[src/rtl/ap_pkg.sv]
// Shared state encoding and counter sizing for the audio feature-pipeline sequencer.
package ap_pkg;

    typedef enum logic [2:0] {
        ST_IDLE    = 3'd0,
        ST_CLEAR   = 3'd1,
        ST_CAPTURE = 3'd2,
        ST_DRAIN   = 3'd3,
        ST_DONE    = 3'd4
    } ap_seq_state_t;

    localparam int AP_NUM_FRAMES   = 13;
    localparam int AP_FEAT_LEN     = 2 * AP_NUM_FRAMES;
    localparam int AP_MAX_INFLIGHT = 3;
    localparam int AP_CNT_W        = 4;
    localparam int AP_INFLIGHT_W   = $clog2(AP_MAX_INFLIGHT + 1);

endpackage

[src/rtl/ap_inflight_cnt.sv]
// Saturating up/down count of frames between framing and the statistics stage;
// ovf pulses when an increment arrives at the ceiling.
module ap_inflight_cnt
    import ap_pkg::*;
#(
    parameter int MAX_CNT = AP_MAX_INFLIGHT,
    parameter int W       = AP_INFLIGHT_W
) (
    input  logic         clk,
    input  logic         rst,
    input  logic         clr,
    input  logic         inc,
    input  logic         dec,
    output logic [W-1:0] cnt,
    output logic         ovf
);

    logic [W-1:0] cnt_d, cnt_q;

    // NOTE: every always_comb output gets a default first so no latch is inferred.
    always_comb begin
        cnt_d = cnt_q;
        ovf   = 1'b0;
        if (clr) begin
            cnt_d = '0;
        end else if (inc && !dec) begin
            if (cnt_q == W'(MAX_CNT)) ovf = 1'b1;
            else                      cnt_d = cnt_q + 1'b1;
        end else if (dec && !inc && cnt_q != '0) begin
            cnt_d = cnt_q - 1'b1;
        end
    end

    // NOTE: state updates use <= so every flop samples the same pre-edge values.
    always_ff @(posedge clk or negedge rst) begin
        if (!rst) cnt_q <= '0;
        else      cnt_q <= cnt_d;
    end

    assign cnt = cnt_q;

endmodule

[src/rtl/ap_sequencer.sv]
// Audio feature-pipeline controller: capture gating, frame/stat accounting, feature handshake.
// Optional drain watchdog enabled by defining AP_SEQ_WATCHDOG_EN.
module ap_sequencer
    import ap_pkg::*;
#(
    parameter int NUM_FRAMES   = AP_NUM_FRAMES,
    parameter int MAX_INFLIGHT = AP_MAX_INFLIGHT,
`ifdef AP_SEQ_WATCHDOG_EN
    parameter int TIMEOUT_CYC  = 4096,
`endif
    parameter bit AUTO_RESTART = 1'b0
) (
    input  logic                clk,
    input  logic                rst,
    input  logic                start,
    input  logic                abort,
    input  logic                sample_tick,
    output logic                sample_en,
    input  logic                frame_ready,
    input  logic                stats_valid,
    output logic                fifo_clr,
    output logic                feat_valid,
    input  logic                feat_ready,
    output logic                busy,
    output logic [AP_CNT_W-1:0] frame_cnt,
    output logic                overrun,
    output logic                timeout
);

    localparam int INF_W = $clog2(MAX_INFLIGHT + 1);

    ap_seq_state_t       state_d, state_q;
    logic [AP_CNT_W-1:0] frame_cnt_d, frame_cnt_q;
    logic [AP_CNT_W-1:0] stats_cnt_d, stats_cnt_q;
    logic                overrun_d, overrun_q;
    logic                sample_en_d, sample_en_q;
    logic                fifo_clr_d, fifo_clr_q;
    logic                feat_valid_d, feat_valid_q;
    logic                busy_d, busy_q;
    logic [INF_W-1:0]    inflight;
    logic                inf_ovf, inf_clr, frame_acc, stats_acc, wd_expire;

    // Events only count in their active states; a stat with nothing in flight is dropped.
    assign frame_acc = (state_q == ST_CAPTURE) && frame_ready && !abort;
    assign stats_acc = ((state_q == ST_CAPTURE) || (state_q == ST_DRAIN)) &&
                       stats_valid && (inflight != '0) && !abort;
    assign inf_clr   = abort || (state_d == ST_CLEAR);

    ap_inflight_cnt #(
        .MAX_CNT (MAX_INFLIGHT),
        .W       (INF_W)
    ) u_inflight (
        .clk (clk),
        .rst (rst),
        .clr (inf_clr),
        .inc (frame_acc),
        .dec (stats_acc),
        .cnt (inflight),
        .ovf (inf_ovf)
    );

`ifdef AP_SEQ_WATCHDOG_EN
    localparam int WD_W = $clog2(TIMEOUT_CYC + 1);

    logic [WD_W-1:0] wd_cnt_d, wd_cnt_q;
    logic            timeout_d, timeout_q;

    always_comb begin
        wd_cnt_d  = '0;
        wd_expire = 1'b0;
        if (state_q == ST_DRAIN && !stats_valid && !abort) begin
            wd_cnt_d  = wd_cnt_q + 1'b1;
            wd_expire = (wd_cnt_d == WD_W'(TIMEOUT_CYC));
        end
        timeout_d = (state_d == ST_CLEAR) ? 1'b0 : (timeout_q | wd_expire);
    end

    always_ff @(posedge clk or negedge rst) begin
        if (!rst) begin
            wd_cnt_q  <= '0;
            timeout_q <= 1'b0;
        end else begin
            wd_cnt_q  <= wd_cnt_d;
            timeout_q <= timeout_d;
        end
    end

    assign timeout = timeout_q;
`else
    assign wd_expire = 1'b0;
    assign timeout   = 1'b0;
`endif

    always_comb begin
        state_d     = state_q;
        frame_cnt_d = frame_acc ? frame_cnt_q + 1'b1 : frame_cnt_q;
        stats_cnt_d = stats_acc ? stats_cnt_q + 1'b1 : stats_cnt_q;
        case (state_q)
            ST_IDLE:    if (start) state_d = ST_CLEAR;
            ST_CLEAR:   state_d = ST_CAPTURE;
            ST_CAPTURE: if (frame_cnt_d == AP_CNT_W'(NUM_FRAMES)) state_d = ST_DRAIN;
            ST_DRAIN:   if (stats_cnt_d == AP_CNT_W'(NUM_FRAMES) || wd_expire) state_d = ST_DONE;
            ST_DONE:    if (feat_valid_q && feat_ready)
                            state_d = AUTO_RESTART ? ST_CLEAR : ST_IDLE;
            default:    state_d = ST_IDLE;
        endcase
        if (abort) state_d = ST_IDLE;
        if (abort || state_d == ST_CLEAR) begin
            frame_cnt_d = '0;
            stats_cnt_d = '0;
        end
    end

    // Outputs are computed from the next state so each one is registered yet lands one clk after its cause.
    always_comb begin
        sample_en_d  = sample_tick && (state_q == ST_CAPTURE) && (state_d == ST_CAPTURE);
        fifo_clr_d   = (state_d == ST_CLEAR);
        feat_valid_d = (state_d == ST_DONE);
        busy_d       = (state_d != ST_IDLE);
        overrun_d    = (state_d == ST_CLEAR) ? 1'b0 : (overrun_q | inf_ovf);
    end

    always_ff @(posedge clk or negedge rst) begin
        if (!rst) begin
            state_q      <= ST_IDLE;
            frame_cnt_q  <= '0;
            stats_cnt_q  <= '0;
            overrun_q    <= 1'b0;
            sample_en_q  <= 1'b0;
            fifo_clr_q   <= 1'b0;
            feat_valid_q <= 1'b0;
            busy_q       <= 1'b0;
        end else begin
            state_q      <= state_d;
            frame_cnt_q  <= frame_cnt_d;
            stats_cnt_q  <= stats_cnt_d;
            overrun_q    <= overrun_d;
            sample_en_q  <= sample_en_d;
            fifo_clr_q   <= fifo_clr_d;
            feat_valid_q <= feat_valid_d;
            busy_q       <= busy_d;
        end
    end

    assign sample_en  = sample_en_q;
    assign fifo_clr   = fifo_clr_q;
    assign feat_valid = feat_valid_q;
    assign busy       = busy_q;
    assign frame_cnt  = frame_cnt_q;
    assign overrun    = overrun_q;

endmodule
[config.mk]
export PLATFORM = sky130hd
export DESIGN_NAME = ap_sequencer
export DESIGN_NICKNAME = d
export VERILOG_FILES = /design/src/rtl/ap_pkg.sv /design/src/rtl/ap_inflight_cnt.sv /design/src/rtl/ap_sequencer.sv
export SDC_FILE = /design/constraint.sdc
export NUM_CORES = 1
export LEC_CHECK = 0
export ABC_AREA = 1
export BUFFER_PORTS_ARGS = -buffer_cell sky130_fd_sc_hd__buf_2
export CAP_MARGIN = 5
export CORE_ASPECT_RATIO = 1.5
export CORE_MARGIN = 2
export CORE_UTILIZATION = 36
export CTS_CLUSTER_SIZE = 24
export DETAILED_ROUTE_END_ITERATION = 12
export PLACE_DENSITY = 0.55
export SLEW_MARGIN = 20
export SYNTH_ARGS = -nofsm -noshare
export SYNTH_HDL_FRONTEND = slang
export SYNTH_SLANG_ARGS = --single-unit
[constraint.sdc]
create_clock -name clk -period 1.8 [get_ports clk]
set_input_delay 0.36 -clock clk [delete_from_list [all_inputs] [get_ports clk]]
set_output_delay 0.36 -clock clk [all_outputs]
set_load 0.05 [all_outputs]
# After elaboration in Yosys (flattened, before gate mapping)
# Index checks and enable logic that the tools add are counted.
[word_totals]
regBits = 18
inputBits = 8
output_inout_bits = 10
word_cells = 64
[op_classes]
add_sub_neg = 4
n_eq_ne = 11
n_mux = 18
bitwise = 1
n_reduce_logical = 21
[ops]
columns = ["cell", "n"]
rows = [
  ["two-way mux 4 bit", 4],
  ["two-way mux 3 bit", 5],
  ["case mux 3 bit (5 select lines)", 1],
  ["logical AND 1 bit", 11],
  ["== test 3 x 2 -> 1 bit (second input constant)", 3],
  ["adder 4 x 1 -> 4 bit (second input constant)", 2],
  ["== test 4 bit (second input constant)", 2],
  ["two-way mux 2 bit", 4],
  ["== test 3 x 1 -> 1 bit (second input constant)", 2],
  ["== test 3 bit (second input constant)", 2],
  ["nonzero test 3 bit", 2],
  ["two-way mux 1 bit", 4],
  ["zero test 1 bit", 3],
  ["zero test 3 bit", 1],
  ["!= test 3 bit (second input constant)", 1],
  ["adder 2 x 1 -> 2 bit (second input constant)", 1],
  ["== test 2 bit (second input constant)", 1],
  ["logical OR 1 bit", 2],
  ["AND reduction 2 bit", 1],
  ["nonzero test 2 bit", 1],
  ["subtractor 2 x 1 -> 2 bit (second input constant)", 1],
  ["bitwise OR 1 bit", 1],
]

# Longest topological paths before layout
# Gate-level depths: netlist of the first run.
[logic_depth]
depth_word = 15
mapped_depth = 13
ltp_nobuf = 13

# Hierarchy
# A second synthesis of the first run with hierarchy kept.
[unflattened]
cells_unflattened = 154
hier_area_um2 = 1149.9
[modules_own_cells]
columns = ["module", "instances", "cells_each", "area_per_inst_um2", "seq_area_each_um2"]
rows = [
  ["ap_sequencer", 1, 132, 1014.7, 400.4],
  ["ap_inflight_cnt", 1, 22, 135.1, 50.0],
]

# Least setup slack after synthesis of the first run
# No wires, ideal clock.
[synth_path]
kind = "reg-to-reg"
from = "reg frame_cnt_q[0] (netlist: frame_cnt[0])"
to = "reg frame_cnt_q[2] (netlist: frame_cnt[2])"
setup_ns = 0.122
arrival_ns = 1.662
required_ns = 1.678
path_slack_ns = 0.016
path_stages_with_launch = 10
path_buffers = 0
synth_period_minus_slack_ns = 1.784
path_cell_list = "dfrtp_1 -> ha_1 -> xor2_1 -> o21ai_1 -> nor2_1 -> nand2_1 -> nand2_1 -> nand4_4 -> nand2_4 -> nor2_1"
[synth_between]
elab_chain_cells = 9
[synth_rtl]
columns = ["item", "line_no", "source"]
rows = [
  ["from (decl)", "ap_sequencer.sv:33", "logic [AP_CNT_W-1:0] frame_cnt_d, frame_cnt_q;"],
  ["from (signal assigned)", "ap_sequencer.sv:135", "frame_cnt_q <= frame_cnt_d;"],
  ["adder 4 x 1 -> 4 bit", "ap_sequencer.sv:96", "frame_cnt_d = frame_acc ? frame_cnt_q + 1'b1 : frame_cnt_q;"],
  ["two-way mux 4 bit (*)", "ap_sequencer.sv:96", ""],
  ["== test 4 bit", "ap_sequencer.sv:101", "ST_CAPTURE: if (frame_cnt_d == AP_CNT_W'(NUM_FRAMES)) state_d = ST_DRAIN;"],
  ["two-way mux 3 bit", "ap_sequencer.sv:101", ""],
  ["case mux 3 bit (5 select lines)", "ap_sequencer.sv:98", "case (state_q)"],
  ["two-way mux 3 bit", "ap_sequencer.sv:107", "if (abort) state_d = ST_IDLE;"],
  ["== test 3 x 1 -> 1 bit", "ap_sequencer.sv:108", "if (abort || state_d == ST_CLEAR) begin"],
  ["logical OR 1 bit", "ap_sequencer.sv:108", ""],
  ["two-way mux 4 bit (*)", "ap_sequencer.sv:108", ""],
  ["named net frame_cnt_d[2]", "ap_sequencer.sv:33", ""],
]
# Mark *: on every way through the listed nets, which the timed path passes. The rest lies on a longest branch.
# A chain may end at the register's enable or synchronous reset.

# Worst setup path after layout of the first run
[layout_path]
from = "reg state_q[2]"
to = "reg frame_cnt_q[1] (netlist: frame_cnt[1])"
[layout_between]
elab_chain_cells = 13
elab_cells_between_ends = 24
cone_classes = "eq/ne (7); mux (9); reduce/logical (8)"
[layout_rtl]
columns = ["item", "line_no", "source"]
rows = [
  ["from (decl)", "ap_sequencer.sv:32", "ap_seq_state_t state_d, state_q;"],
  ["from (signal assigned)", "ap_sequencer.sv:134", "state_q <= state_d;"],
  ["== test 3 x 2 -> 1 bit (on tied branches)", "ap_sequencer.sv:44, ap_sequencer.sv:45, ap_sequencer.sv:98", ""],
  ["logical OR 1 bit", "ap_sequencer.sv:45", "assign stats_acc = ((state_q == ST_CAPTURE) || (state_q == ST_DRAIN)) &&"],
  ["logical AND 1 bit", "ap_sequencer.sv:45", ""],
  ["logical AND 1 bit (2 in series)", "ap_sequencer.sv:46", "stats_valid && (inflight != '0) && !abort;"],
  ["two-way mux 4 bit", "ap_sequencer.sv:97", "stats_cnt_d = stats_acc ? stats_cnt_q + 1'b1 : stats_cnt_q;"],
  ["== test 4 bit", "ap_sequencer.sv:102", "ST_DRAIN: if (stats_cnt_d == AP_CNT_W'(NUM_FRAMES) || wd_expire) state_d = ST_DONE;"],
  ["two-way mux 3 bit", "ap_sequencer.sv:102", ""],
  ["case mux 3 bit (5 select lines)", "ap_sequencer.sv:98", ""],
  ["two-way mux 3 bit", "ap_sequencer.sv:107", ""],
  ["== test 3 x 1 -> 1 bit", "ap_sequencer.sv:108", ""],
  ["logical OR 1 bit", "ap_sequencer.sv:108", ""],
  ["two-way mux 4 bit (*)", "ap_sequencer.sv:108", ""],
  ["named net frame_cnt_d[1]", "ap_sequencer.sv:33", ""],
]
# Marks and branches as above.

==> results_dict.tcl, run 1 <==
set metrics [dict create \
    status "complete, no violations" \
    place_congestion 0.870 \
    die_x_um 48.0 \
    maxSlewViolCount 0 \
    grt_max_degree 19 \
    dr.pass1.iters 4 \
    leakagePower_nw 0.742 \
    grt.total_usage 0.161 \
    startpoint "state_q[2]" \
    end_kind "flip-flop" \
    syn-num-nets 148 \
    startpoint_type "flip-flop" \
    postSynthAreaPerCell_um2 7.59 \
    dp_hpwl_um 1840 \
    synth.top_cell.area_share 0.430 \
    clock.fmax_mhz 575 \
    layout_common_cells "nand2_1 (29), inv_1 (17), dfrtp_1 (16), buf_2 (16), nor2_1 (12)" \
    syn-cell-area_mm2 0.00105 \
    min_period_ns 1.74 \
    syn_inst 138 \
    io_buffer_count 16 \
    crit_cells 11 \
    numCtsBuffers 3 \
    clk_latency_ns 0.25 \
    cp_slowest_cell "dfrtp_2" \
    layout_commonest_cell "nand2_1" \
    die_h_um 70.1 \
    worst-endpoint-arrival_ns 1.89 \
    finClkSkew_ns 0.00308 \
    placed_area_mm2 0.00122 \
    finish.net_count 180 \
    final_core_util 0.498 \
    die-area_mm2 0.00337 \
    diodes 0 \
    rsz0062_at_grt "true" \
    clk_pin_slew_ns 0.07 \
    dpl_worst_slack_ns -0.0418 \
    path_cells "buf_12 > nor2_4 > nand3_4 > nand2_1 > o21ai_1 > nor2_2 > nand2_2 > nand2_2 > nand4_4 > nand2_4 > nor2_2" \
    reg2reg_depth 11 \
    worst_path_largest_cell_delay_ns 0.46 \
    hold_path_class "in2async" \
    finalSetupViolations 0 \
    ys_warn_count 0 \
    core-area_mm2 0.00285 \
    drtAntennaViolNets 0 \
    yosysSeqAreaShare 0.430 \
    powerDensity_mw_per_mm2 645 \
    stdcell_area_mm2 0.00142 \
    grt_pass1_wl_um 3930 \
    critPathBufInv 1 \
    clock_path_buffers 2 \
    crit_type "reg2reg" \
    cp_max_fo 6 \
    synth.distinct_cells 22 \
    synth_seq_cells 18 \
    dr_total_vias 962 \
    clock_sinks 18 \
    synth_area_leader_cell "dfrtp_1" \
    cts_tree "built" \
    start_util 0.367 \
    peakVddDrop_v 0.000401 \
    yosys-top-cells-area "dfrtp_1 (43%), nand2_1 (13%), inv_1 (6.5%)" \
    wl_per_cell_um 11.2 \
    io_pins 18 \
    cts-root-buf "clkbuf_8" \
    hold_violations 0 \
    nFillCells 283 \
    htreeDepth 1 \
    drcViolationCount 0 \
    min_period_over_period 0.967 \
    holdBufCountCts 0 \
    cap_violations 0 \
    cp.required_ns 1.95 \
    drtIter0Drc 17 \
    grt_pass1_vias 919 \
    drive_above_1_share 0.402 \
    crit_family "simple AND/OR/NAND/NOR gates" \
    drt-total-wl_um 2340 \
    syn2layout_area_growth_pct 35.6 \
    grt-ovfl-total 0 \
    antenna_found_initial 0 \
    finalWorstSetupSlack_ns 0.0597 \
    viasPerCell 4.63 \
    rows 24 \
    r2r-start "state_q[2]" \
]
## cell families after synthesis
family,synth area share
compound gates,0.0287
xor+xnor,0.0335
fa+ha+maj,0.0239
buf+inv,0.0824
flops,0.430
other cells,0.00358
simple gates,0.398
## cells in the mapped netlist
cell type and number:
dfrtp_1 18, nand4_1 3, nand3_2 2, o21ai_1 2, xor2_1 2, nor3_1 3
a21oi_1 2, o21ai_0 2, xnor2_1 2, nor2_4 2, nor2_1 17, buf_4 1
nand4_4 1, nand2_4 1, inv_1 18, inv_2 3, conb_1 1, nand2_2 2
nor2_2 6, nand3_1 11, nand2_1 37, ha_1 2
## layout make-up
class	instances	area [µm²]	share of cell area
Multi-Input combinational cell	99	607	0.427
Inverter	21	81.3	0.0573
Sequential cell	18	453	0.319
Timing Repair Buffer	27	175	0.123
Clock buffer	4	55.1	0.0388
Tap cell	39	48.8	0.0344
## power by group
part	leakage [nW]	internal [mW]	switching, mW
logic	0.469	0.0484	0.108
registers	0.245	0.416	0.00960
clock network	0.0288	0.194	0.139
total	0.742	0.659	0.257
## through the flow
step                      std cells  hold WS (ns)  setup TNS [ns]  total power [mW]
after floorplan                 138        0.0644               0             0.524
final                           208        0.0258               0             0.915
after global routing            208        0.0640          -0.638             0.960
after CTS                       203        0.0443               0             0.901
after global placement          199         0.320          -0.144             0.568
after detailed placement        199         0.319          -0.301             0.568
## flip-flops by register name, summed over array words and instances, names as in the netlist
signal	count
sample_en	1
state_q	3
busy	1
fifo_clr	1
feat_valid	1
overrun	1
frame_cnt	4
u_inflight.cnt	2
stats_cnt_q	4
## path summary, 6_finish.rpt
path | endpoint | slack (ns)
max | frame_cnt[1] | 0.06
min | busy | 0.03
max reg2reg | frame_cnt[1] | 0.06
min reg2reg | overrun | 0.52
max in group asynchronous | state_q[1] | 1.47
min in group clk | sample_en | 0.34
## what timing repair did
item,in CTS,in global routing
pin swaps,0,11
endpoints found under the setup margin,13,15
gates resized for setup,2,25
cloned,0,1
setup buffers,0,4
## per-layer routing
metal  GRT usage  wire (µm)  vias to the layer above
met5           0          0                        -
met2       0.268       1260                       16
met1       0.192        960                      449
met3      0.0336         59                        6
met4      0.0601         59                        0
li1            -          -                      491
(Power assumes the default switching activity.)
==> inputs of run 2 (changes only) <==
==> constraint.sdc (replaced) <==
create_clock -name clk -period 2.1 [get_ports clk]
set_input_delay 0.42 -clock clk [delete_from_list [all_inputs] [get_ports clk]]
set_output_delay 0.42 -clock clk [all_outputs]
set_load 0.05 [all_outputs]
==> run 2 against run 1 <==
Against the previous run: critical path depth rose by 1; highest routed layer unchanged; count of clock-buffer cells in the layout unchanged; clock skew shrank 0.0024 ns; largest power group unchanged; clock power decreased by 14%; largest cell class unchanged; routed wire length decreased by 4.4%.
==> results_dict.tcl, run 2 (synthesis gave the netlist of run 1 again) <==
set metrics [dict create \
    status "complete, no violations" \
    final_cell_count_no_fill 198 \
    clock.fmax_mhz 546 \
    postCtsSetupBuffers 0 \
    clock_path_buffers 2 \
    clock_sinks 18 \
    dr.pass1.iters 7 \
    grt_max_degree 19 \
    drive_above_1_share 0.245 \
    finClkSkew_ns 0.000644 \
    peakVddDrop_v 0.000359 \
    finalSetupTns_ns 0 \
    crit_top_cell "nand2_1" \
    place_congestion 0.852 \
    cp_slowest_cell "dfrtp_1" \
    cap_violations 0 \
    placed_area_mm2 0.00118 \
    holdBufCountCts 0 \
    worst-endpoint-arrival_ns 1.98 \
    dp_cells 194 \
    path_cells "inv_2 > nand3_2 > nor2_4 > nand2_2 > nand2_1 > nand2_1 > nor2_1 > nand2_1 > nand2_2 > nand4_4 > nand2_4 > nor2_1" \
    worst_path_largest_cell_delay_ns 0.45 \
    end_kind "flip-flop" \
    clk_latency_ns 0.26 \
    viasPerCell 4.52 \
    hold_violations 0 \
    dpl_worst_slack_ns 0.239 \
    finalWorstSetupSlack_ns 0.267 \
    cp.required_ns 2.24 \
    numCtsBuffers 3 \
    drt-total-wl_um 2230 \
    dp_hpwl_um 1800 \
    io_buffer_count 16 \
    maxSlewViolCount 0 \
    crit_family "simple AND/OR/NAND/NOR gates" \
    grt.total_usage 0.153 \
    antenna_found_initial 0 \
    powerDensity_mw_per_mm2 615 \
    die_x_um 48.0 \
    ctsResizeCount 0 \
    drtAntennaViolNets 0 \
    holdWs_ns 0.0823 \
    diodes 0 \
    die-area_mm2 0.00337 \
    start_util 0.367 \
    ff_latch_area_um2 450 \
    finalSetupViolations 0 \
    min_period_over_period 0.873 \
    layout_commonest_cell "nand2_1" \
    finish.net_count 170 \
    cp_max_fo 10 \
    drtIter0Drc 15 \
    rsz0062_at_grt "false" \
    clk_pin_slew_ns 0.07 \
    grt_pass1_wl_um 3740 \
    crit_cells 12 \
    layout_common_cells "nand2_1 (37), inv_1 (18), dfrtp_1 (18)" \
    min_period_ns 1.83 \
    rows 24 \
    syn2layout_area_growth_pct 18.3 \
    cts-root-buf "clkbuf_8" \
    leakagePower_nw 0.682 \
    dr_total_vias 895 \
    crit_type "reg2reg" \
    reg2reg_depth 12 \
    grt-ovfl-total 0 \
    io_pins 18 \
    drcViolationCount 0 \
    multi_input_area_um2 510 \
    htreeDepth 1 \
    hold_path_class "in2async" \
    cts_tree "built" \
    stdcell_area_mm2 0.00124 \
    nFillCells 291 \
    core-area_mm2 0.00285 \
    grt_pass1_vias 904 \
    startpoint_type "flip-flop" \
    die_h_um 70.1 \
    critPathBufInv 1 \
    wl_per_cell_um 11.3 \
]
run 2: path summary, 6_finish.rpt:
check / from / end / slack, ns
max in group asynchronous: rst / state_q[0] / 1.73
min in group clk: sample_tick / sample_en / 0.39
setup / recovery: state_q[2] / frame_cnt[2] / 0.27
hold / removal: rst / busy / 0.08
setup reg to reg: state_q[2] / frame_cnt[2] / 0.27
hold reg to reg: overrun / overrun / 0.51
run 2: cell type report:
cell class,count,share of cell area
timing repair buffer,18,0.0768
clock buffer,4,0.0444
tap,39,0.0394
multi-input combinational,98,0.412
sequential,18,0.364
inverter,21,0.0636
run 2: metal layers:
metal,GRT usage,up-vias,part of all wire
met2,0.258,12,0.54
met5,0,-,0
met4,0.0691,0,0.030
met3,0.0258,7,0.022
li1,-,466,-
met1,0.177,410,0.40
run 2: power breakdown:
part           switching, mW  total, mW  internal, mW
clock network          0.120      0.287         0.167
registers            0.00747      0.364         0.356
logic                 0.0808      0.111        0.0299
run 2: through the flow:
step	power, mW	util
finish	0.762	0.434
global route	0.798	0.434
floorplan	0.449	-
detailed placement	0.483	0.415
global placement	0.483	0.415
CTS	0.774	0.434
==> inputs of run 3 (changes only) <==
--- a/config.mk
+++ b/config.mk
@@ -10,10 +10,10 @@
 export CAP_MARGIN = 5
 export CORE_ASPECT_RATIO = 1.5
 export CORE_MARGIN = 2
-export CORE_UTILIZATION = 36
+export CORE_UTILIZATION = 35
 export CTS_CLUSTER_SIZE = 24
 export DETAILED_ROUTE_END_ITERATION = 12
-export PLACE_DENSITY = 0.55
+export PLACE_DENSITY = 0.54
 export SLEW_MARGIN = 20
 export SYNTH_ARGS = -nofsm -noshare
 export SYNTH_HDL_FRONTEND = slang
==> run 3 against run 2 <==
Against the previous run: hold slack better by 0.0095 ns; non-clock buffer count fell by 2; worst setup slack got worse by 0.040 ns; final cell count fell by 1.5%; count of clock-buffer cells in the layout fell by 1; first-iteration DRC count unchanged; maximum frequency fell by 2.1%; core utilization shrank 1.5 points; sequential share of layout area is 0.86 points higher; power shrank 6.7%; sequential cell count unchanged; critical endpoint is now stats_cnt_q[3]; largest cell class unchanged.
==> results_dict.tcl, run 3 (synthesis gave the netlist of run 1 again) <==
set metrics [dict create \
    path_cells "inv_2 > nand3_1 > nor3_1 > nand2_1 > nand2_1 > nor2_1 > nand2_1 > nand2_1 > nand4_4 > nand2_4 > nor2_1" \
    drtIter0Drc 15 \
    clock_sinks 18 \
    diodes 0 \
    end_kind "flip-flop" \
    stdcell_area_mm2 0.00121 \
    p_switching_mw 0.199 \
    status "complete, no violations" \
    clock_path_buffers 2 \
    die_h_um 71.0 \
    crit_type "reg2reg" \
    cap_violations 0 \
    hold_violations 0 \
    grt_pass1_vias 909 \
    startpoint_type "flip-flop" \
    peakVddDrop_v 0.000348 \
    grt_max_degree 19 \
    powerDensity_mw_per_mm2 588 \
    cp.required_ns 2.28 \
    dp_cells 192 \
    postCtsSetupBuffers 0 \
    layout_common_cells "nand2_1 (37), inv_1 (18), dfrtp_1 (18)" \
    numCtsBuffers 3 \
    pwr-share-clk 0.333 \
    wl_per_cell_um 11.5 \
    min_period_over_period 0.892 \
    hold_path_class "in2async" \
    cp_slowest_cell "dfrtp_1" \
    io_buffer_count 16 \
    drive_above_1_share 0.231 \
    finClkSkew_ns 0.00212 \
    start_util 0.363 \
    cts_tree "built" \
    die-area_mm2 0.00345 \
    placed_area_mm2 0.00117 \
    htreeDepth 1 \
    grt-ovfl-total 0 \
    core-area_mm2 0.00288 \
    clock.fmax_mhz 534 \
    drtAntennaViolNets 0 \
    crit_top_cell "nand2_1" \
    grt_pass1_wl_um 3950 \
    final_core_util 0.420 \
    worst_path_largest_cell_delay_ns 0.45 \
    finalSetupViolations 0 \
    antenna_found_initial 0 \
    p_total_mw 0.711 \
    nFillCells 315 \
    sw_frac_of_total 0.280 \
    layout_commonest_cell "nand2_1" \
    holdWs_ns 0.0918 \
    syn2layout_area_growth_pct 15.5 \
    power_frac_comb 0.154 \
    ctsResizeCount 0 \
    viasPerCell 4.57 \
    worst-endpoint-arrival_ns 2.05 \
    clk_pin_slew_ns 0.07 \
    dp_hpwl_um 1820 \
    rsz0062_at_grt "false" \
    dr.pass1.iters 4 \
    dpl_worst_slack_ns 0.183 \
    drt-total-wl_um 2240 \
    leakagePower_nw 0.665 \
    dr_total_vias 891 \
    io_pins 18 \
    finalSetupTns_ns 0 \
    final_cell_count_no_fill 195 \
    place_congestion 0.785 \
    p_seq_frac 0.512 \
    die_x_um 48.7 \
    cp_max_fo 10 \
    min_period_ns 1.87 \
    holdBufCountCts 0 \
    maxSlewViolCount 0 \
    rows 24 \
    drcViolationCount 0 \
    finalWorstSetupSlack_ns 0.227 \
    cts-root-buf "clkbuf_8" \
    power.internal_mw 0.512 \
    clk_latency_ns 0.25 \
    finish.net_count 168 \
    grt.total_usage 0.147 \
]
run 3: cell types whose count changed in the layout (fill, tap and decap cells not counted):
cell / previous run / this run
buf_4: 2 / 0
clkbuf_8: 4 / 3
run 3: final timing paths:
path                              from        endpoint  slack, ns  cells past startpoint
min in group clk           sample_tick       sample_en       0.40                      3
min reg2reg                    overrun         overrun       0.53                      2
min                                rst       sample_en       0.09                      1
max reg2reg                 state_q[2]  stats_cnt_q[3]       0.23                     11
max                         state_q[2]  stats_cnt_q[3]       0.23                     11
max in group asynchronous          rst  stats_cnt_q[2]       1.72                      1
run 3: power groups by stage:
stage          sequential [mW]  combinational (mW)  clock, mW
2_1_floorplan            0.390              0.0591          0
3_3_place_gp             0.370               0.111          0
3_5_place_dp             0.371               0.111          0
4_1_cts                  0.364               0.112      0.241
5_1_grt                  0.366               0.121      0.264
6_report                 0.364               0.110      0.237
run 3: metal layers:
metal	part of all wire	vias to the layer above	wire length, µm	track usage
met5	0	-	0	0
met4	0.0098	0	22	0.0571
met3	0.025	2	57	0.0232
met2	0.53	11	1190	0.259
met1	0.43	416	966	0.178
li1	-	462	-	-
run 3: critical path, delay by kind of cell (launching register included):
family | cells | cell delay (ns)
DFF | 1 | 0.45
buffers and inverters | 1 | 0.12
and+or+nand+nor | 10 | 1.22
run 3: layout make-up:
type                       instances  area (µm²)  share of cell area
sequential                        18         450               0.372
clock buffer                       3        41.3              0.0341
tap                               39        48.8              0.0403
timing repair buffer              16        80.1              0.0662
multi-input combinational         98         510               0.422
inverter                          21        78.8              0.0651
